$ cat src/rtl/mem_burst_if.sv
// mem_burst_if: request, write/read streams and memory port of the burst master.
interface mem_burst_if #(
  parameter int ADDR_WIDTH = 12,
  parameter int DATA_WIDTH = 8,
  parameter int LEN_WIDTH  = 8
);
  logic                  req_valid;
  logic                  req_ready;
  logic                  req_write;
  logic [ADDR_WIDTH-1:0] req_addr;
  logic [LEN_WIDTH-1:0]  req_len;
  logic                  wr_valid;
  logic                  wr_ready;
  logic [DATA_WIDTH-1:0] wr_data;
  logic                  rd_valid;
  logic                  rd_ready;
  logic [DATA_WIDTH-1:0] rd_data;
  logic                  rd_last;
  logic                  done;
  logic                  busy;
  logic                  mem_wen;
  logic                  mem_ren;
  logic [ADDR_WIDTH-1:0] mem_addr;
  logic [DATA_WIDTH-1:0] mem_wdata;
  logic [DATA_WIDTH-1:0] mem_rdata;
  modport master (
    input  req_valid, req_write, req_addr, req_len, wr_valid, wr_data, rd_ready, mem_rdata,
    output req_ready, wr_ready, rd_valid, rd_data, rd_last, done, busy,
           mem_wen, mem_ren, mem_addr, mem_wdata
  );
  modport slave (
    output req_valid, req_write, req_addr, req_len, wr_valid, wr_data, rd_ready, mem_rdata,
    input  req_ready, wr_ready, rd_valid, rd_data, rd_last, done, busy,
           mem_wen, mem_ren, mem_addr, mem_wdata
  );
endinterface

$ cat src/rtl/mem_burst_master.sv
// mem_burst_master: turns one burst request into single-beat accesses on a
// single-cycle memory port, with a streamed write input and backpressured read output.
module mem_burst_master #(
  parameter int ADDR_WIDTH = 12,
  parameter int DATA_WIDTH = 8,
  parameter int LEN_WIDTH  = 8
) (
  input logic        clk,
  input logic        rst,
  mem_burst_if.master bus
);
  typedef enum logic [2:0] {IDLE, WRITE, READ, DRAIN, DONE} state_t;
  state_t                state, state_nxt;
  logic [ADDR_WIDTH-1:0] cur_addr;
  logic [LEN_WIDTH:0]    beats_left;
  logic [DATA_WIDTH-1:0] rd_data;
  logic                  rd_valid, rd_last, wen, ren, pop, last_beat;
  assign last_beat = beats_left == (LEN_WIDTH+1)'(1);
  assign pop = rd_valid & bus.rd_ready;
  always_ff @(posedge clk or posedge rst)
    if (rst) state <= IDLE;
    else state <= state_nxt;
  always_comb begin
    state_nxt = state;
    case (state)
      IDLE:    if (bus.req_valid) state_nxt = bus.req_write ? WRITE : READ;
      WRITE:   if (wen && last_beat) state_nxt = DONE;
      READ:    if (ren && last_beat) state_nxt = DRAIN;
      DRAIN:   if (pop && rd_last) state_nxt = DONE;
      default: state_nxt = IDLE;
    endcase
  end
  // A read may issue whenever the output register is empty or being emptied this cycle.
  always_comb begin
    wen           = state == WRITE && bus.wr_valid;
    ren           = state == READ && (!rd_valid || bus.rd_ready);
    bus.req_ready = state == IDLE;
    bus.busy      = state != IDLE;
    bus.done      = state == DONE;
    bus.wr_ready  = wen;
    bus.mem_wen   = wen;
    bus.mem_ren   = ren;
    bus.mem_addr  = (wen || ren) ? cur_addr : '0;
    bus.mem_wdata = wen ? bus.wr_data : '0;
    bus.rd_valid  = rd_valid;
    bus.rd_data   = rd_data;
    bus.rd_last   = rd_last;
  end
  always_ff @(posedge clk or posedge rst)
    if (rst) begin
      cur_addr   <= '0;
      beats_left <= '0;
      rd_data    <= '0;
      rd_valid   <= 1'b0;
      rd_last    <= 1'b0;
    end else begin
      if (state == IDLE && bus.req_valid) begin
        cur_addr   <= bus.req_addr;
        beats_left <= {1'b0, bus.req_len} + 1'b1;
      end else if (wen || ren) begin
        cur_addr   <= cur_addr + 1'b1;
        beats_left <= beats_left - 1'b1;
      end
      if (ren) begin
        rd_data  <= bus.mem_rdata;
        rd_valid <= 1'b1;
        rd_last  <= last_beat;
      end else if (pop) begin
        rd_valid <= 1'b0;
        rd_last  <= 1'b0;
      end
    end
endmodule
$ cat src/flat_wrapper.sv
// flat-port wrapper written by rule: the top's interface ports become plain ports
module mem_burst_master_flat 
#(
  parameter int ADDR_WIDTH = 12,
  parameter int DATA_WIDTH = 8,
  parameter int LEN_WIDTH  = 8
)
  (clk, rst, bus_req_valid, bus_req_write, bus_req_addr, bus_req_len, bus_wr_valid, bus_wr_data, bus_rd_ready, bus_mem_rdata, bus_req_ready, bus_wr_ready, bus_rd_valid, bus_rd_data, bus_rd_last, bus_done, bus_busy, bus_mem_wen, bus_mem_ren, bus_mem_addr, bus_mem_wdata);
  mem_burst_if #(.ADDR_WIDTH(ADDR_WIDTH), .DATA_WIDTH(DATA_WIDTH), .LEN_WIDTH(LEN_WIDTH)) bus_i ();
  input logic clk;
  input logic rst;
  input wire logic [$bits(bus_i.req_valid)-1:0] bus_req_valid;
  input wire logic [$bits(bus_i.req_write)-1:0] bus_req_write;
  input wire logic [$bits(bus_i.req_addr)-1:0] bus_req_addr;
  input wire logic [$bits(bus_i.req_len)-1:0] bus_req_len;
  input wire logic [$bits(bus_i.wr_valid)-1:0] bus_wr_valid;
  input wire logic [$bits(bus_i.wr_data)-1:0] bus_wr_data;
  input wire logic [$bits(bus_i.rd_ready)-1:0] bus_rd_ready;
  input wire logic [$bits(bus_i.mem_rdata)-1:0] bus_mem_rdata;
  output wire logic [$bits(bus_i.req_ready)-1:0] bus_req_ready;
  output wire logic [$bits(bus_i.wr_ready)-1:0] bus_wr_ready;
  output wire logic [$bits(bus_i.rd_valid)-1:0] bus_rd_valid;
  output wire logic [$bits(bus_i.rd_data)-1:0] bus_rd_data;
  output wire logic [$bits(bus_i.rd_last)-1:0] bus_rd_last;
  output wire logic [$bits(bus_i.done)-1:0] bus_done;
  output wire logic [$bits(bus_i.busy)-1:0] bus_busy;
  output wire logic [$bits(bus_i.mem_wen)-1:0] bus_mem_wen;
  output wire logic [$bits(bus_i.mem_ren)-1:0] bus_mem_ren;
  output wire logic [$bits(bus_i.mem_addr)-1:0] bus_mem_addr;
  output wire logic [$bits(bus_i.mem_wdata)-1:0] bus_mem_wdata;
  assign bus_i.req_valid = bus_req_valid;
  assign bus_i.req_write = bus_req_write;
  assign bus_i.req_addr = bus_req_addr;
  assign bus_i.req_len = bus_req_len;
  assign bus_i.wr_valid = bus_wr_valid;
  assign bus_i.wr_data = bus_wr_data;
  assign bus_i.rd_ready = bus_rd_ready;
  assign bus_i.mem_rdata = bus_mem_rdata;
  assign bus_req_ready = bus_i.req_ready;
  assign bus_wr_ready = bus_i.wr_ready;
  assign bus_rd_valid = bus_i.rd_valid;
  assign bus_rd_data = bus_i.rd_data;
  assign bus_rd_last = bus_i.rd_last;
  assign bus_done = bus_i.done;
  assign bus_busy = bus_i.busy;
  assign bus_mem_wen = bus_i.mem_wen;
  assign bus_mem_ren = bus_i.mem_ren;
  assign bus_mem_addr = bus_i.mem_addr;
  assign bus_mem_wdata = bus_i.mem_wdata;
  mem_burst_master #(.ADDR_WIDTH(ADDR_WIDTH), .DATA_WIDTH(DATA_WIDTH), .LEN_WIDTH(LEN_WIDTH)) u_core (.clk(clk), .rst(rst), .bus(bus_i));
endmodule
$ cat config.mk
export PLATFORM = sky130hd
export DESIGN_NAME = mem_burst_master_flat
export DESIGN_NICKNAME = d
export VERILOG_FILES = /design/src/rtl/mem_burst_if.sv /design/src/rtl/mem_burst_master.sv /design/src/flat_wrapper.sv
export SDC_FILE = /design/constraint.sdc
export NUM_CORES = 1
export LEC_CHECK = 0
export BUFFER_PORTS_ARGS = -buffer_cell sky130_fd_sc_hd__buf_2
export CAP_MARGIN = 20
export CORE_ASPECT_RATIO = 1.1
export CORE_UTILIZATION = 51
export CTS_BUF_LIST = sky130_fd_sc_hd__clkbuf_4
export DETAILED_ROUTE_END_ITERATION = 6
export HOLD_SLACK_MARGIN = 0.12
export PLACE_DENSITY = 0.83
export SYNTH_ARGS = -nofsm -noshare
export SYNTH_HDL_FRONTEND = slang
export SYNTH_SLANG_ARGS = --single-unit
$ cat constraint.sdc
create_clock -name clk -period 1.95 [get_ports clk]
set_input_delay 0.2925 -clock clk [delete_from_list [all_inputs] [get_ports clk]]
set_output_delay 0.2925 -clock clk [all_outputs]
set_load 0.05 [all_outputs]
==> summary.md, run 1 <==
| Metric | Value |
|---|---|
| Layout cell share with drive strength beyond 1 | 42.06% |
| Hold Path Class | in -> reg |
| Root buffer selected by CTS | clkbuf_4 |
| Worst path max stage delay | 470 ps |
| Worst r2r src | u_core.state[2]$_DFFE_PP0P_ |
| Worst path arrival time | 1730 ps |
| Max Cap Violations | 0 |
| Die ar. | 4284 µm² |
| Pre-CTS WS | 123.2 ps |
| Post-Syn Instances | 242 |
| Mapped Avg Cell Area | 8.484 µm² |
| Via density | 5.456 |
| CTS tree | yes |
| Pin count of the biggest net entering global routing | 35 |
| Max_slew headroom | 72.47% |
| Setup TNS | -953.5 ps |
| Syn nets | 288 |
| Fin. Hold Viols | 0 |
| R2R depth | 6 |
| CP cell instances | nand2b_4 -> o22a_1 -> nor2_4 -> buf_12 -> and2_4 -> buf_6 |
| H-tree Lvls | 2 |
| Sink Count | 34 |
| Synth area leader | dfrtp_1 |
| Status | finished, violations left |
| Layout overhead on the synthesized area | 48.26% |
| RSZ-0062 raised after global routing | yes |
| DR WL/cell | 14.48 µm |
| Die Y | 68.55 µm |
| Drt drc | 0 |
| Number of synthesized register bits | 34 |
| Max VDD drop | 0.9556 mV |
| Leak | 1.443 nW |
| Yosys cell types | 43 |
| Top FF cell, synth | dfrtp_1 |
| R2R setup slack | 160 ps |
| Synth cell count leaders | nand2_1 (49), dfrtp_1 (34), and2_1 (21) |
| Cts bufs inserted | 5 |
| Max Clock Skew | 9.574 ps |
| Core Area | 3741 µm² |
| WS Path Type | reg -> out |
| Fillcell total | 248 |
| Clock latency at the later pin of the worst-skew pair | 340 ps |
| Slowest CP cell | dfrtp_2 |
| Vias | 2,128 |
| Starting DRC count in detailed routing | 82 |
| Starting Density | 54.88% |
| Hold_sp | bus_mem_rdata[6] |
| Failing checks | negative setup slack |
| Min cycle time layout | 2024 ps |
| Gpl congestion | 0.8324 |
| # setup viols final | 20 |
| Clock Power Share | 13.6% |
| Routed Antenna Nets | 0 |
| Met3 wire len | 316 µm |
| Most frequent cell after synthesis | nand2_1 |
| Top post-synthesis cells by area | dfrtp_1 (41%), nand2_1 (9.0%), and2_1 (6.4%) |
| Number of synthesized flops with an enable pin | 0 |
| GRT overflow | 0 |
| Internal power | 2.566 mW |
| Vias in the first global route | 1,961 |
| Row count | 23 |
| Register area share after synthesis | 41.44% |
| # IOs | 78 |
| Hold path endpoint | u_core.bus.rd_data[6]$_DFFE_PP0P_ |
| CP startpoint kind | flip-flop |
| Seq pwr share | 28.5% |
| P_sw | 2.230 mW |
| GRT Util Overall | 26.39% |
| Mapped cell area | 2053 µm² |
| Switching share of power | 46.49% |
| Max clock buf depth | 2 |
| Synth top area share | 41.44% |
| Asr flop ratio synth | 100.0% |
| PD cells | 1575 nW/µm² |
| Met2 WL | 2958 µm |
| Max frequency | 494.1 MHz |
| Critical Path End Type | output pin |
| DR top layer | met4 |
| Reg clk slew, reported paths | 110 ps |
| M1 WL | 2242 µm |
| Final Max Tran Viols | 0 |
| Worst Path Max Fanout | 12 |
| RR Endpoint | u_core.cur_addr[7]$_DFFE_PP0P_ |
| Hold depth | 3 |
| Final Cycle Share | 103.8% |
| Final HPWL DP | 3591 µm |
| N_diodes | 0 |
| Final #Nets | 385 |
| Initial antenna violation count | 0 |
| Buffers on Ports | 77 |
| Comb pwr share | 57.9% |
| Synth Warn # | 0 |
| Drt pass-1 iters | 4 |
| Worst endpoint required time | 1660 ps |
| Global-route wire length before repair | 8625 µm |
| Die W | 62.50 µm |
| WL final | 5647 µm |
| Least-Margin Pin Slew | 407.3 ps |
| Setup slack after layout | -74.01 ps |
==> critical path, delay by kind of cell (launching register included) <==
| family | cells | cell delay [ps] |
|---|---|---|
| buffers and inverters | 2 | 280 |
| flip-flops | 1 | 470 |
| AO/OA/AOI/OAI | 1 | 220 |
| AND/OR/NAND/NOR | 3 | 420 |
==> what timing repair did <==
| action | in CTS | in global routing |
|---|---|---|
| resized for setup | 53 | 18 |
| endpoints found under the setup margin | 23 | 31 |
| hold endpoints to repair | 34 | 0 |
| buffers inserted | 9 | 1 |
| pin swaps | 1 | 6 |
| hold buffers | 1 | 0 |
==> worst max-delay path by stage <==
stage                                          startpoint               end  slack (ps)  depth (start not counted)
after CTS                     u_core.state[0]$_DFFE_PP0P_   bus_mem_addr[1]         -90                          6
after floorplan               u_core.state[1]$_DFFE_PP0P_  bus_mem_wdata[0]        -170                          4
final                         u_core.state[0]$_DFFE_PP0P_   bus_mem_addr[1]         -70                          6
after detailed placement  u_core.bus.rd_valid$_DFFE_PP0P_   bus_mem_addr[3]         120                          5
after global placement    u_core.bus.rd_valid$_DFFE_PP0P_  bus_mem_addr[10]         150                          5
after global routing          u_core.state[0]$_DFFE_PP0P_   bus_mem_addr[1]        -140                          6
==> through the flow <==
| step | util, % | hold slack (ps) | cells | power (mW) | area (µm²) |
|---|---|---|---|---|---|
| global route | 81.37 | 123.7 | 390 | 5.075 | 3044 |
| global placement | 69.90 | 404.2 | 371 | 3.605 | 2615 |
| floorplan | - | 382.3 | 242 | 3.095 | 2130 |
| finish | 81.37 | 134.4 | 390 | 4.796 | 3044 |
| CTS | 79.60 | 120.9 | 389 | 4.680 | 2978 |
| detailed placement | 69.90 | 417.4 | 371 | 3.663 | 2615 |
==> sequential cells by signal (all words and copies together), names as in the netlist <==
name,count
u_core.bus.rd_data,8
u_core.cur_addr,12
u_core.bus.rd_valid,1
u_core.state,3
u_core.bus.rd_last,1
u_core.beats_left,9
==> layout by cell type (no fill, tap or decap), types with 3 or more instances in the layout <==
cell,n
xor2_1,12
nor3_1,4
o211ai_1,4
o21ai_0,15
and2_4,18
buf_2,52
nor2_1,11
clkbuf_4,7
dfrtp_1,31
ha_1,4
dfrtp_2,3
buf_4,23
xnor2_1,7
buf_8,11
inv_1,5
nand2_1,49
a21oi_1,4
buf_6,12
nand4_1,7
nand3_1,16
==> layer usage <==
metal  track usage (%)  up-vias
met2             46.74       85
met3             5.757       14
met1             31.09      999
met4             12.50        0
met5                 0        -
li1                  -     1030
==> layout make-up <==
type	instances	area (µm²)	area share (%)
repair buffers	102	778.2	25.57
well taps	50	62.56	2.055
clock inverters	3	68.82	2.261
clock buffers	5	37.54	1.233
flip-flops and latches	34	854.6	28.07
inverters	6	27.53	0.9042
multi-input cells	190	1215	39.91
==> power groups by stage <==
stage	combinational [mW]	clock (mW)	sequential, mW
2_1_floorplan	1.50	0	1.60
3_3_place_gp	2.27	0	1.34
3_5_place_dp	2.31	0	1.35
4_1_cts	2.67	0.665	1.35
5_1_grt	2.97	0.691	1.42
6_report	2.78	0.653	1.37
==> cell families (layout without fill, tap and decap cells) <==
logic type	Yosys count	count (layout)	synth area share, %
adders and majority gates	4	4	2.438
xor gates and xnor gates	19	19	8.105
DFF	34	34	41.44
AOI/OAI and AO/OA	34	34	10.36
muxes	1	1	0.4875
and+or+nand+nor	132	132	32.85
buffers and inverters	18	116	4.326
Note: power is estimated with default switching activity, not from simulation.
==> run 2: changes to the inputs <==
Settings changed: ABC_AREA set to 1, CORE_UTILIZATION 51 to 52, CTS_BUF_LIST sky130_fd_sc_hd__clkbuf_4 to not set, PLACE_DENSITY 0.83 to 0.81.
==> run 2 against run 1 <==
Net effect: the flow now finishes without violations; sequential power is 3% lower; clock skew is 1.5 ps lower; critical path type unchanged; largest cell class unchanged; first-iteration DRC count is 60% higher; critical path depth is 2 higher; critical endpoint is now bus_mem_addr[9]; wire length is 1.3% higher.
==> summary.md, run 2 <==
| Metric | Value |
|---|---|
| GRT Util Overall | 22.77% |
| Top post-synthesis cells by area | dfrtp_1 (34%), nand2_1 (18%), inv_1 (8.6%) |
| Gpl congestion | 0.8783 |
| Top FF cell, synth | dfrtp_1 |
| Hold Path Class | in -> reg |
| Row count | 26 |
| Max_slew headroom | 65.93% |
| Max frequency | 537.1 MHz |
| Global-route wire length before repair | 8776 µm |
| Die Y | 74.47 µm |
| Mapped Avg Cell Area | 6.655 µm² |
| Number of synthesized register bits | 34 |
| Layout overhead on the synthesized area | 26.61% |
| Setup TNS | 0 ps |
| PD cells | 1702 nW/µm² |
| Synth Warn # | 0 |
| Initial antenna violation count | 0 |
| Met2 usage | 39.60% |
| Final Cycle Share | 95.48% |
| Vias in the first global route | 2,165 |
| Final #Nets | 501 |
| Cts bufs inserted | 5 |
| Drt pass-1 iters | 6 |
| Die W | 67.88 µm |
| Asr flop ratio synth | 100.0% |
| Leading cell type in the layout, fill and taps excluded | nand2_1 |
| Max VDD drop | 1.160 mV |
| Register area share after synthesis | 34.27% |
| Final HPWL DP | 4179 µm |
| Yosys cell types | 28 |
| CP startpoint kind | flip-flop |
| Synth top area share | 34.27% |
| RSZ-0062 raised after global routing | no |
| Mapped cell area | 2482 µm² |
| # IOs | 78 |
| Routed Antenna Nets | 0 |
| Root buffer selected by CTS | clkbuf_8 |
| R2R setup slack | 240 ps |
| Top flop regs | u_core.cur_addr: 12 flops, u_core.beats_left: 9 flops, u_core.bus.rd_data: 8 flops |
| Placed inst area | 2900 µm² |
| Most frequent cells in the layout | nand2_1 (119), inv_1 (57), buf_2 (57) |
| Hold slack | 202.4 ps |
| WS Path Type | reg -> out |
| Via density | 4.859 |
| Largest register FFs | 12 |
| Max Clock Skew | 8.047 ps |
| M1 GR Usage | 28.19% |
| Sink Count | 34 |
| Fin. Hold Viols | 0 |
| Synth cell count leaders | nand2_1 (119), inv_1 (57), nand3_1 (37) |
| Largest Register | u_core.cur_addr |
| Post-Syn Instances | 373 |
| Vias | 2,488 |
| Syn nets | 419 |
| Layer carrying the most global-route usage | met2 |
| Met3 Use GR | 4.601% |
| Least-Margin Pin Slew | 509.2 ps |
| Die ar. | 5054 µm² |
| Min cycle time layout | 1862 ps |
| Number of synthesized flops with an enable pin | 0 |
| Reg clk slew, reported paths | 70 ps |
| Starting DRC count in detailed routing | 131 |
| Buffers on Ports | 77 |
| Synth area leader | dfrtp_1 |
| Max Cap Violations | 0 |
| Core Area | 4619 µm² |
| H-tree Lvls | 2 |
| Pin count of the biggest net entering global routing | 35 |
| DR WL/cell | 11.18 µm |
| Worst path arrival time | 1570 ps |
| Status | finished, final reports clean |
| Final instance area | 3143 µm² |
| Worst Path Max Fanout | 12 |
| Starting Density | 53.74% |
| Clock latency at the later pin of the worst-skew pair | 290 ps |
| Critical Path End Type | output pin |
| N_diodes | 0 |
| # setup viols final | 0 |
| WL final | 5723 µm |
| Drt drc | 0 |
| Total power | 5.351 mW |
| GRT overflow | 0 |
| Worst endpoint required time | 1660 ps |
| Layout cell share with drive strength beyond 1 | 28.73% |
| Max clock buf depth | 2 |
| Leak | 1.780 nW |
| CTS tree | yes |
| Final Max Tran Viols | 0 |
| Most frequent cell after synthesis | nand2_1 |
[run 2: changes by cell type after synthesis, moves of 8 or more]
cell / change
nor2_1: +20
nand2_1: +70
xor2_1: -8
and2_1: -21
nand3_1: +21
inv_1: +52
nor2_2: +11
o21ai_1: +8
[run 2: stage by stage]
step                      cells  utilization, %  setup slack, ps
final                       512           68.04            88.20
after global routing        512           68.04            1.692
after CTS                   511           66.17            3.481
after detailed placement    502           62.78            133.9
after global placement      502           62.78            170.5
after floorplan             373               -           -91.76
[run 2: report_power, final]
| part | leakage [nW] | total, mW | internal, mW | switching (mW) |
|---|---|---|---|---|
| combinational | 1.31 | 3.48 | 1.06 | 2.41 |
| sequential | 0.425 | 1.33 | 1.04 | 0.289 |
| clock | 0.0482 | 0.546 | 0.285 | 0.261 |
| total | 1.78 | 5.35 | 2.39 | 2.96 |
[run 2: critical path, cell delays in order, from the launching register on]
cell and delay (ps):
dfrtp_1 430, nor2_4 150, nand2_4 90, inv_4 90
nand2_4 80, nand2_8 100, inv_6 80, nor2_2 110
buf_6 170
[run 2: final cells by class]
cell class              instances  area, µm²
fillers                       384       1476
multi-input cells             266       1344
flip-flops and latches         34      850.8
repair buffers                 85      543.0
inverters                      63      244.0
clock buffers                   7      86.33
well taps                      56      70.07
clock inverters                 1      5.005
[run 2: per-layer routing]
| layer | up-vias | part of all wire (%) | wire [µm] |
|---|---|---|---|
| li1 | 1317 | - | - |
| met1 | 1099 | 44 | 2538 |
| met2 | 70 | 51 | 2926 |
| met3 | 2 | 4.1 | 233 |
| met4 | 0 | 0.44 | 25 |
| met5 | - | 0 | 0 |
[run 2: logic make-up after synthesis]
logic type      after synthesis  synth area share (%)
simple gates                225                 41.73
compound gates               31                 7.006
buf+inv                      73                 12.85
xor+xnor                      6                 2.117
flops                        34                 34.27
fa+ha+maj                     4                 2.016
[run 2: path summary, 6_finish.rpt]
check,startpoint,to,cells past startpoint
worst max register to register,u_core.state[1]$_DFFE_PP0P_,u_core.cur_addr[3]$_DFFE_PP0P_,7
max in group asynchronous,rst,u_core.state[2]$_DFFE_PP0P_,4
worst min register to register,u_core.bus.rd_data[6]$_DFFE_PP0P_,u_core.bus.rd_data[6]$_DFFE_PP0P_,2
worst max-delay path,u_core.state[0]$_DFFE_PP0P_,bus_mem_addr[9],8
worst min-delay path,bus_mem_rdata[7],u_core.bus.rd_data[7]$_DFFE_PP0P_,3
min in group asynchronous,rst,u_core.cur_addr[10]$_DFFE_PP0P_,4
[run 2: timing repair]
item / in CTS / in global routing
hold buffers: 1 / 0
resized for setup: 20 / 30
endpoints found under the hold margin: 34 / 0
setup endpoints to repair: 13 / 22
buffers inserted: 0 / 1
pin swaps: 1 / 1
